**src/rtl/accel_mem_arb.sv**
```systemverilog
// Two-requester arbiter in front of a single-port RAM.
// A CPU and an accelerator compete for RAM port A. Grants are combinational.
// Read responses return one cycle after the grant. A registered owner tag routes
// each response to the requester that won the grant.
// The accelerator may keep the port for a bounded burst while acc_lock is held.
module accel_mem_arb #(
  parameter int unsigned ADDR_WIDTH = 32,
  parameter int unsigned DATA_WIDTH = 32,
  parameter int unsigned MAX_BURST  = 16
) (
  input  logic                    clk,
  input  logic                    rst,

  input  logic                    cpu_req,
  input  logic [ADDR_WIDTH-1:0]   cpu_addr,
  input  logic [DATA_WIDTH-1:0]   cpu_wdata,
  input  logic [DATA_WIDTH/8-1:0] cpu_be,
  input  logic                    cpu_we,
  output logic                    cpu_gnt,
  output logic                    cpu_rvalid,
  output logic [DATA_WIDTH-1:0]   cpu_rdata,

  input  logic                    acc_req,
  input  logic                    acc_lock,
  input  logic [ADDR_WIDTH-1:0]   acc_addr,
  input  logic [DATA_WIDTH-1:0]   acc_wdata,
  input  logic [DATA_WIDTH/8-1:0] acc_be,
  input  logic                    acc_we,
  output logic                    acc_gnt,
  output logic                    acc_rvalid,
  output logic [DATA_WIDTH-1:0]   acc_rdata,

  output logic                    mem_en,
  output logic                    mem_we,
  output logic [ADDR_WIDTH-1:0]   mem_addr,
  output logic [DATA_WIDTH-1:0]   mem_wdata,
  output logic [DATA_WIDTH/8-1:0] mem_be,
  input  logic [DATA_WIDTH-1:0]   mem_rdata,

  output logic [15:0]             conflict_cnt
);

  typedef enum logic {
    OwnCpu = 1'b0,
    OwnAcc = 1'b1
  } owner_e;

  localparam logic [7:0]  MaxBurst = 8'(MAX_BURST);
  localparam logic [15:0] CntMax   = 16'hFFFF;

  owner_e      last_gnt_q;
  logic [7:0]  burst_cnt_q;
  logic        rsp_valid_q;
  owner_e      rsp_owner_q;
  logic [15:0] conflict_cnt_q;

  logic both_req;
  logic acc_hold;
  logic cpu_win;
  logic acc_win;

  // Winner selection: burst hold first, then round robin on conflict.
  always_comb begin
    both_req = cpu_req & acc_req;
    acc_hold = (last_gnt_q == OwnAcc) & acc_lock & (burst_cnt_q < MaxBurst);
    cpu_win  = 1'b0;
    acc_win  = 1'b0;
    if (!rst) begin
      if (both_req) begin
        if (acc_hold) begin
          acc_win = 1'b1;
        end else if (last_gnt_q == OwnAcc) begin
          cpu_win = 1'b1;
        end else begin
          acc_win = 1'b1;
        end
      end else begin
        cpu_win = cpu_req;
        acc_win = acc_req;
      end
    end
  end

  assign cpu_gnt = cpu_win;
  assign acc_gnt = acc_win;

  // RAM port mux; fields are zeroed when idle to keep the bus quiet.
  always_comb begin
    mem_en    = 1'b0;
    mem_we    = 1'b0;
    mem_addr  = '0;
    mem_wdata = '0;
    mem_be    = '0;
    if (cpu_win) begin
      mem_en    = 1'b1;
      mem_we    = cpu_we;
      mem_addr  = cpu_addr;
      mem_wdata = cpu_wdata;
      mem_be    = cpu_be;
    end else if (acc_win) begin
      mem_en    = 1'b1;
      mem_we    = acc_we;
      mem_addr  = acc_addr;
      mem_wdata = acc_wdata;
      mem_be    = acc_be;
    end
  end

  // Arbitration history: most recent owner and length of the current locked burst.
  always_ff @(posedge clk) begin
    if (rst) begin
      last_gnt_q  <= OwnCpu;
      burst_cnt_q <= 8'd0;
    end else if (cpu_win) begin
      last_gnt_q  <= OwnCpu;
      burst_cnt_q <= 8'd0;
    end else if (acc_win) begin
      last_gnt_q <= OwnAcc;
      if (!acc_lock) begin
        burst_cnt_q <= 8'd0;
      end else if (burst_cnt_q < MaxBurst) begin
        burst_cnt_q <= burst_cnt_q + 8'd1;
      end
    end
  end

  // Response tracking: one pending response per grant, tagged with its owner.
  always_ff @(posedge clk) begin
    if (rst) begin
      rsp_valid_q <= 1'b0;
      rsp_owner_q <= OwnCpu;
    end else begin
      rsp_valid_q <= cpu_win | acc_win;
      rsp_owner_q <= acc_win ? OwnAcc : OwnCpu;
    end
  end

  // Saturating count of cycles where both sides want the port.
  always_ff @(posedge clk) begin
    if (rst) begin
      conflict_cnt_q <= 16'd0;
    end else if (both_req && (conflict_cnt_q != CntMax)) begin
      conflict_cnt_q <= conflict_cnt_q + 16'd1;
    end
  end

  assign conflict_cnt = conflict_cnt_q;

  // Response outputs are masked during reset so a response in flight when
  // reset hits is never presented.
  always_comb begin
    cpu_rvalid = rsp_valid_q & (rsp_owner_q == OwnCpu) & ~rst;
    acc_rvalid = rsp_valid_q & (rsp_owner_q == OwnAcc) & ~rst;
    cpu_rdata  = cpu_rvalid ? mem_rdata : '0;
    acc_rdata  = acc_rvalid ? mem_rdata : '0;
  end

endmodule

```
**config.mk**
```make
export PLATFORM = sky130hd
export DESIGN_NAME = accel_mem_arb
export DESIGN_NICKNAME = d
export VERILOG_FILES = /design/src/rtl/accel_mem_arb.sv
export SDC_FILE = /design/constraint.sdc
export NUM_CORES = 1
export LEC_CHECK = 0
export CAP_MARGIN = 5
export CORE_AREA = 2 2 127 129
export CTS_CLUSTER_DIAMETER = 60
export DETAILED_ROUTE_END_ITERATION = 6
export DIE_AREA = 0 0 129 131
export GPL_ROUTABILITY_DRIVEN = 0
export GPL_TIMING_DRIVEN = 0
export MAX_ROUTING_LAYER = met4
export PLACE_DENSITY_LB_ADDON = 0.05
export SLEW_MARGIN = 10
export SYNTH_ARGS = -nofsm -noshare
export SYNTH_HDL_FRONTEND = slang
export SYNTH_SLANG_ARGS = --single-unit
```
**constraint.sdc**
```tcl
create_clock -name clk -period 2.6 [get_ports clk]
set_clock_uncertainty 0.1 [all_clocks]
set_input_delay 0.39 -clock clk [delete_from_list [all_inputs] [get_ports clk]]
set_output_delay 0.39 -clock clk [all_outputs]
set_load 0.005 [all_outputs]
```
==> summary.md, run 1 <==
| Metric | Value |
|---|---|
| Run status | `finished, violations left` |
| Failing checks | `negative setup slack` |
| Overall routed net length | `14,800 microns` |
| Insertion delay of the later-clocked pin in the worst-skew pair | `0.26 ns` |
| Average vias per placed instance | `4.31` |
| Pin slew with the least headroom to its limit | `0.502 ns` |
| Area leader, netlist | `sky130_fd_sc_hd__a22o_1` |
| Gate family responsible for the most delay along the worst path | `compound AO/OA/AOI/OAI gates` |
| Pwr/cell area | `232 nW/um^2` |
| Final hold violations | `0` |
| Met2 usage | `0.311` |
| Synthesized area per cell | `7.85 sq um` |
| Fin Setup TNS | `-0.942 ns` |
| Master cell of the clock root buffer | `sky130_fd_sc_hd__clkbuf_16` |
| Hold Path Cell Cnt | `3` |
| Max-slew violations | `0` |
| Clock Tree Buf Depth | `2` |
| Net switching component of the power | `370 uW` |
| Die boundary height | `131 microns` |
| CP Buf/Inv Count | `3` |
| #FFs+latches synth | `27` |
| GR Util All Layers | `0.162` |
| Path depth of the worst reg2reg path | `6` |
| Most used flip-flop cell after synthesis | `sky130_fd_sc_hd__dfxtp_1` |
| Peak clock frequency supported by timing | `377 MHz` |
| Number of nets with antenna violations after detailed routing | `0` |
| Top cell types by occurrence after synthesis | `sky130_fd_sc_hd__a22o_1, sky130_fd_sc_hd__and2_1, sky130_fd_sc_hd__dfxtp_1` |
| Count of flip-flops with a built-in enable after synthesis | `0` |
| Kind of end point of the critical path | `output port` |
| Area grow syn2layout | `158%` |
| Met1 Resource Use GR | `0.143` |
| Synthesized instance count | `310` |
| Required time of the critical path | `2.11 ns` |
| Async set or reset register ratio after synthesis | `0` |
| Portion of the clock cycle consumed by the worst path in the final layout | `1.02` |
| Count of routing violations after the opening detailed-route iteration | `80` |
| Worst-case headroom to the max-slew limit | `0.663` |
| Largest net degree at the start of global routing | `15` |
| Endpoint, Worst Hold | `burst_cnt_q[2]$_SDFFE_PP0P_` |
| Final Setup Violations | `25` |
| Crit-path slowest cell | `sky130_fd_sc_hd__dfxtp_2` |
| Kind of start point of the critical path | `flip-flop` |
| Leak Pwr | `2.66 nW` |
| Number of buffers inserted by port buffering | `327` |
| Placed cell areas | `5980 sq um` |
| Worst Hold Class | `input port to flip-flop` |
| Number of max-cap violations | `0` |
| Post-placement cell count | `853` |
| Mapped cell area | `2430 sq um` |
| Final instance area | `6270 sq um` |
| Nets@finish | `833` |
| Delay of the slowest critical-path stage | `0.35 ns` |
| Setup slack, reg-to-reg | `0.60 ns` |
| Worst-case setup slack after placement | `-0.870 ns` |
| Worst R2R End | `conflict_cnt[1]$_SDFFE_PP0P_` |
| Start of the worst register-to-register path | `conflict_cnt[0]$_SDFFE_PP0P_` |
| H-Tree Depth | `1` |
| Cell with the most instances after synthesis | `sky130_fd_sc_hd__a22o_1` |
| Via count of the first global-routing pass | `3,703` |
| Layer with the highest usage after global routing | `met2` |
| Critical path class | `flip-flop to output port` |
| Top-level port count | `329` |
| Placeable core region | `15,600 sq um` |
| Number of placement rows | `46` |
| Post-synth net total | `487` |
| Overflow after GRT | `0` |
| Die Area | `16,900 sq um` |
| Ys Warns | `0` |
| Final min period | `2.65 ns` |
| Relative contribution of sequential cells to total power | `0.291` |
| CP cell instances | `nor4_4, a21boi_4, o21ai_4, nor2_4, buf_4, buf_6, a22o_1, dlygate4sd2_1` |
| Maximum fanout count along the critical path | `10` |
| Number of buffers created by CTS | `3` |
| Fraction of met3 tracks used by global routing | `0.0656` |
| Final std cells w/o fill | `872` |
| Clock Sink Count | `27` |
| Top post-synthesis cells by area | `sky130_fd_sc_hd__a22o_1, sky130_fd_sc_hd__dfxtp_1, sky130_fd_sc_hd__and2_1` |
| Sum of net half-perimeters after detailed placement | `12,700 microns` |
| Clock tree from TritonCTS | `yes` |
| Final Worst Setup Slack | `-0.0549 ns` |
| Clock network power share | `0.243` |
| Initial core utilization | `0.156` |
| Comb pwr share | `0.466` |
| Internal Pwr Total | `1.09 mW` |
| Routed WL per cell | `17.0 microns` |
| Distinct cells, synth | `44` |
| Vias | `3,757` |
| Global-route wire length before repair | `20,200 microns` |
| Clock transition at the registers of the reported paths | `0.06 ns` |
| Yosys top cell area share | `0.248` |
| Number of design rule violations left after detail routing | `0` |
| Proportion of layout cells with a drive suffix above 1 | `0.116` |
| Drt pass-1 iters | `4` |
| Worst ir drop on vdd | `0.000175 V` |
| Number of hold buffers added after CTS | `0` |
| Startpoint of the worst hold path | `acc_lock` |
| Die width | `129 microns` |
| Switching Fraction | `0.254` |
| Initial antenna violation count | `2` |
| RSZ-0062 raised after global routing | `true` |
| Sequential share of the synthesized area | `0.222` |
| Worst Path Arrival | `2.16 ns` |
power groups by stage:
stage / Combinational (mW) / Sequential, mW / Clock (mW)
6_report: 0.678 / 0.424 / 0.354
5_1_grt: 0.723 / 0.425 / 0.386
3_5_place_dp: 0.688 / 0.434 / 0
3_3_place_gp: 0.685 / 0.434 / 0
4_1_cts: 0.676 / 0.424 / 0.369
2_1_floorplan: 0.170 / 0.433 / 0
per-layer routing:
| metal | vias to the layer above | share of wire |
|---|---|---|
| li1 | 1829 | - |
| met1 | 1698 | 0.33 |
| met2 | 212 | 0.53 |
| met3 | 18 | 0.11 |
| met4 | 0 | 0.028 |
| met5 | - | 0 |
how the worst max path moves through the flow:
stage | to | cells past startpoint | start | slack [ns]
after CTS | mem_wdata[0] | 7 | burst_cnt_q[7]$_SDFFE_PP0P_ | -0.12
after global placement | mem_addr[20] | 6 | acc_req | -0.80
after detailed placement | mem_addr[20] | 6 | acc_req | -0.87
after global routing | mem_addr[11] | 8 | burst_cnt_q[5]$_SDFFE_PP0P_ | -0.13
after floorplan | mem_addr[0] | 5 | burst_cnt_q[5]$_SDFFE_PP0P_ | 0.68
final | mem_addr[11] | 8 | burst_cnt_q[5]$_SDFFE_PP0P_ | -0.05
worst min-delay path, stage by stage:
cell,delay [ns]
sky130_fd_sc_hd__buf_8,0.12
sky130_fd_sc_hd__nand4b_1,0.08
sky130_fd_sc_hd__a21oi_1,0.06
kinds of logic after synthesis:
| group | count (synthesis) | share of synthesized area |
|---|---|---|
| AND/OR/NAND/NOR | 148 | 0.348 |
| AO/OA/AOI/OAI | 91 | 0.311 |
| flip-flops | 27 | 0.222 |
| XOR/XNOR | 12 | 0.0432 |
| multiplexers | 3 | 0.0129 |
| adder cells (fa/ha/maj) | 2 | 0.0103 |
| buffers and inverters | 27 | 0.0525 |
per-stage QoR:
| stage | util | hold slack (ns) | power (mW) |
|---|---|---|---|
| floorplan | - | 0.333 | 0.603 |
| global placement | 0.383 | 0.346 | 1.12 |
| detailed placement | 0.383 | 0.351 | 1.12 |
| CTS | 0.397 | 0.327 | 1.47 |
| global route | 0.402 | 0.344 | 1.53 |
| finish | 0.402 | 0.336 | 1.46 |
final cells by class:
type / instances / area, sq um
diodes: 1 / 2.50
plain buffers: 25 / 233
clock buffers: 4 / 78.8
fillers: 1625 / 9330
inverters: 2 / 7.51
multi-input cells: 257 / 1850
flip-flops and latches: 27 / 548
well taps: 216 / 270
repair buffers: 340 / 3290
registers in the layout, indices dropped and copies added (netlist names):
| register | cells |
|---|---|
| last_gnt_q | 1 |
| burst_cnt_q | 8 |
| rsp_owner_q | 1 |
| conflict_cnt | 16 |
| rsp_valid_q | 1 |
placed cells by master, fill, tap and decap left out, drive strengths merged, types with 9 or more instances in the layout:
cell type,n
a22o,69
and2,66
buf,37
clkbuf,14
clkdlybuf4s50,252
dfxtp,27
dlygate4sd2,54
nand2,13
nand3,9
nor2,25
timing repair:
item | CTS | global route
setup endpoints to repair | 135 | 77
pin swaps | 6 | 6
resized for setup | 161 | 24
gates cloned | 1 | 1
setup buffers | 9 | 3
No activity file was read; power rests on OpenSTA's default activity.
==> run 2, diff against run 1 <==
- ABC_CLOCK_PERIOD_IN_PS: unset -> 2600
- SKIP_CTS_REPAIR_TIMING: unset -> 1
==> run 2 against run 1 <==
  * Design area rose by 1.5%
  * The run still ends with negative setup slack left
  * Critical endpoint is now mem_wdata[2]
  * Critical path depth rose by 1
  * Highest routed layer unchanged
  * First-iteration DRC count increased by 19%
  * Combinational power up 1%
  * Sequential cell count unchanged
  * Non-clock buffer count stayed put
  * Via count fell by 0.80%
==> summary.md, run 2 (same netlist as run 1, synthesis figures left out) <==
| Metric | Value |
|---|---|
| Number of buffers inserted by port buffering | `327 (unchanged)` |
| Leak Pwr | `3.15 nW (+18%)` |
| Final std cells w/o fill | `872 (unchanged)` |
| Placeable core region | `15,600 sq um (unchanged)` |
| Maximum fanout count along the critical path | `9 (-1)` |
| Die boundary height | `131 microns (unchanged)` |
| Kind of end point of the critical path | `output port` |
| Peak clock frequency supported by timing | `383 MHz (+1.6%)` |
| Worst Path Arrival | `2.12 ns (-0.04 ns)` |
| Met1 Resource Use GR | `0.144 (+0.000492)` |
| Worst-case setup slack after placement | `-0.870 ns (unchanged)` |
| Die width | `129 microns (unchanged)` |
| Final total power | `1.47 mW (+0.76%)` |
| Number of placement rows | `46 (unchanged)` |
| Final Setup Violations | `2 (-92%)` |
| Top-level port count | `329 (unchanged)` |
| Met2 usage | `0.302 (-0.00934)` |
| Portion of the clock cycle consumed by the worst path in the final layout | `1.01 (-0.0157)` |
| H-Tree Depth | `1 (unchanged)` |
| Initial antenna violation count | `2 (unchanged)` |
| Post-placement cell count | `853 (unchanged)` |
| Max FFs per register | `16 (unchanged)` |
| Delay of the slowest critical-path stage | `0.35 ns (about the same)` |
| Final Worst Setup Slack | `-0.0140 ns (+0.0409 ns)` |
| Final min period | `2.61 ns (-0.0409 ns)` |
| Proportion of layout cells with a drive suffix above 1 | `0.124 (+0.00763)` |
| Drt pass-1 iters | `4 (unchanged)` |
| Final instance area | `6360 sq um (+1.5%)` |
| Crit-path slowest cell | `sky130_fd_sc_hd__dfxtp_4` |
| Layer with the highest usage after global routing | `met2` |
| Kind of start point of the critical path | `flip-flop` |
| Vias | `3,727 (-0.80%)` |
| Number of max-cap violations | `0 (unchanged)` |
| Failing checks | `negative setup slack` |
| Number of buffers created by CTS | `3 (unchanged)` |
| Largest net degree at the start of global routing | `15 (unchanged)` |
| RSZ-0062 raised after global routing | `true` |
| Pin slew with the least headroom to its limit | `0.501 ns (-0.000116 ns)` |
| Area grow syn2layout | `162%` |
| Average vias per placed instance | `4.27 (-0.80%)` |
| Commonest cells after routing, fill and taps aside | `sky130_fd_sc_hd__clkdlybuf4s50_1, sky130_fd_sc_hd__a22o_1, sky130_fd_sc_hd__and2_1` |
| Clock transition at the registers of the reported paths | `0.06 ns (about the same)` |
| CP cell instances | `nor4_4, a21boi_4, o21ai_4, nor2_4, buf_6, buf_6, buf_4, a22o_1, clkbuf_2` |
| Clock Tree Buf Depth | `2 (unchanged)` |
| Number of design rule violations left after detail routing | `0 (unchanged)` |
| Sum of net half-perimeters after detailed placement | `12,700 microns (unchanged)` |
| Final Hold Slack | `0.333 ns (-0.00252 ns)` |
| Master cell of the clock root buffer | `sky130_fd_sc_hd__clkbuf_16` |
| Overflow after GRT | `0 (unchanged)` |
| Max-slew violations | `0 (unchanged)` |
| Die Area | `16,900 sq um (unchanged)` |
| GR Util All Layers | `0.159 (-0.00336)` |
| Pwr/cell area | `231 nW/um^2 (-0.69%)` |
| Worst Hold Class | `input port to flip-flop` |
| Clock tree from TritonCTS | `yes` |
| Run status | `finished, violations left` |
| Number of nets with antenna violations after detailed routing | `0 (unchanged)` |
| Worst ir drop on vdd | `0.000177 V (+1.1%)` |
| Count of routing violations after the opening detailed-route iteration | `95 (+19%)` |
| Placed cell areas | `5980 sq um (unchanged)` |
| Most frequent standard cell in the layout excluding fill and tap cells | `sky130_fd_sc_hd__clkdlybuf4s50_1` |
| Overall routed net length | `14,700 microns (-0.45%)` |
| Global-route wire length before repair | `19,800 microns (-2.0%)` |
| Final hold violations | `0 (unchanged)` |
| Clock Sink Count | `27 (unchanged)` |
| Initial core utilization | `0.156 (unchanged)` |
| Fraction of met3 tracks used by global routing | `0.0651 (-0.000407)` |
| Via count of the first global-routing pass | `3,608 (-2.6%)` |
| Nets@finish | `833 (unchanged)` |
| Required time of the critical path | `2.11 ns (about the same)` |
| Fin Setup TNS | `-0.0207 ns (+0.921 ns)` |
| Insertion delay of the later-clocked pin in the worst-skew pair | `0.26 ns (about the same)` |
| Cell type with the highest occurrence count on the critical path | `sky130_fd_sc_hd__buf_6` |
| Final core area utilization | `0.408 (+0.00586)` |
| Routed WL per cell | `16.9 microns (-0.45%)` |
| Critical path class | `flip-flop to output port` |
| Worst-case headroom to the max-slew limit | `0.663 (about the same)` |
==> run 2: routing by layer <==
metal | vias up | routed length (microns)
met4 | 0 | 336
met3 | 16 | 1640
met2 | 202 | 7820
met5 | - | 0
li1 | 1828 | -
met1 | 1681 | 4920
==> run 2: worst paths after layout <==
path / startpoint / end / slack [ns] / depth (start not counted)
min: acc_lock / burst_cnt_q[2]$_SDFFE_PP0P_ / 0.33 / 3
min reg2reg: burst_cnt_q[7]$_SDFFE_PP0P_ / burst_cnt_q[7]$_SDFFE_PP0P_ / 0.37 / 2
max: burst_cnt_q[7]$_SDFFE_PP0P_ / mem_wdata[2] / -0.01 / 9
max reg2reg: conflict_cnt[0]$_SDFFE_PP0P_ / conflict_cnt[1]$_SDFFE_PP0P_ / 0.61 / 6
==> run 2: power by group <==
part	total, mW	switching [mW]	internal (mW)
Clock	0.355	0.145	0.210
Sequential	0.424	0.00583	0.418
Combinational	0.688	0.219	0.469
==> run 2: layout make-up <==
cell class / instances / area [sq um]
Inverter: 2 / 7.51
Tap cell: 216 / 270
Antenna cell: 1 / 2.50
Timing Repair Buffer: 340 / 3410
Fill cell: 1596 / 9240
Buffer: 25 / 205
Multi-Input combinational cell: 257 / 1840
Clock buffer: 4 / 78.8
Sequential cell: 27 / 546
==> run 2: worst max-delay path: cells and delay by family, from the launching register on <==
kind	cells	cell delay, ns
AOI/OAI and AO/OA	3	0.58
buffers and inverters	4	0.51
and+or+nand+nor	2	0.41
DFF	1	0.35
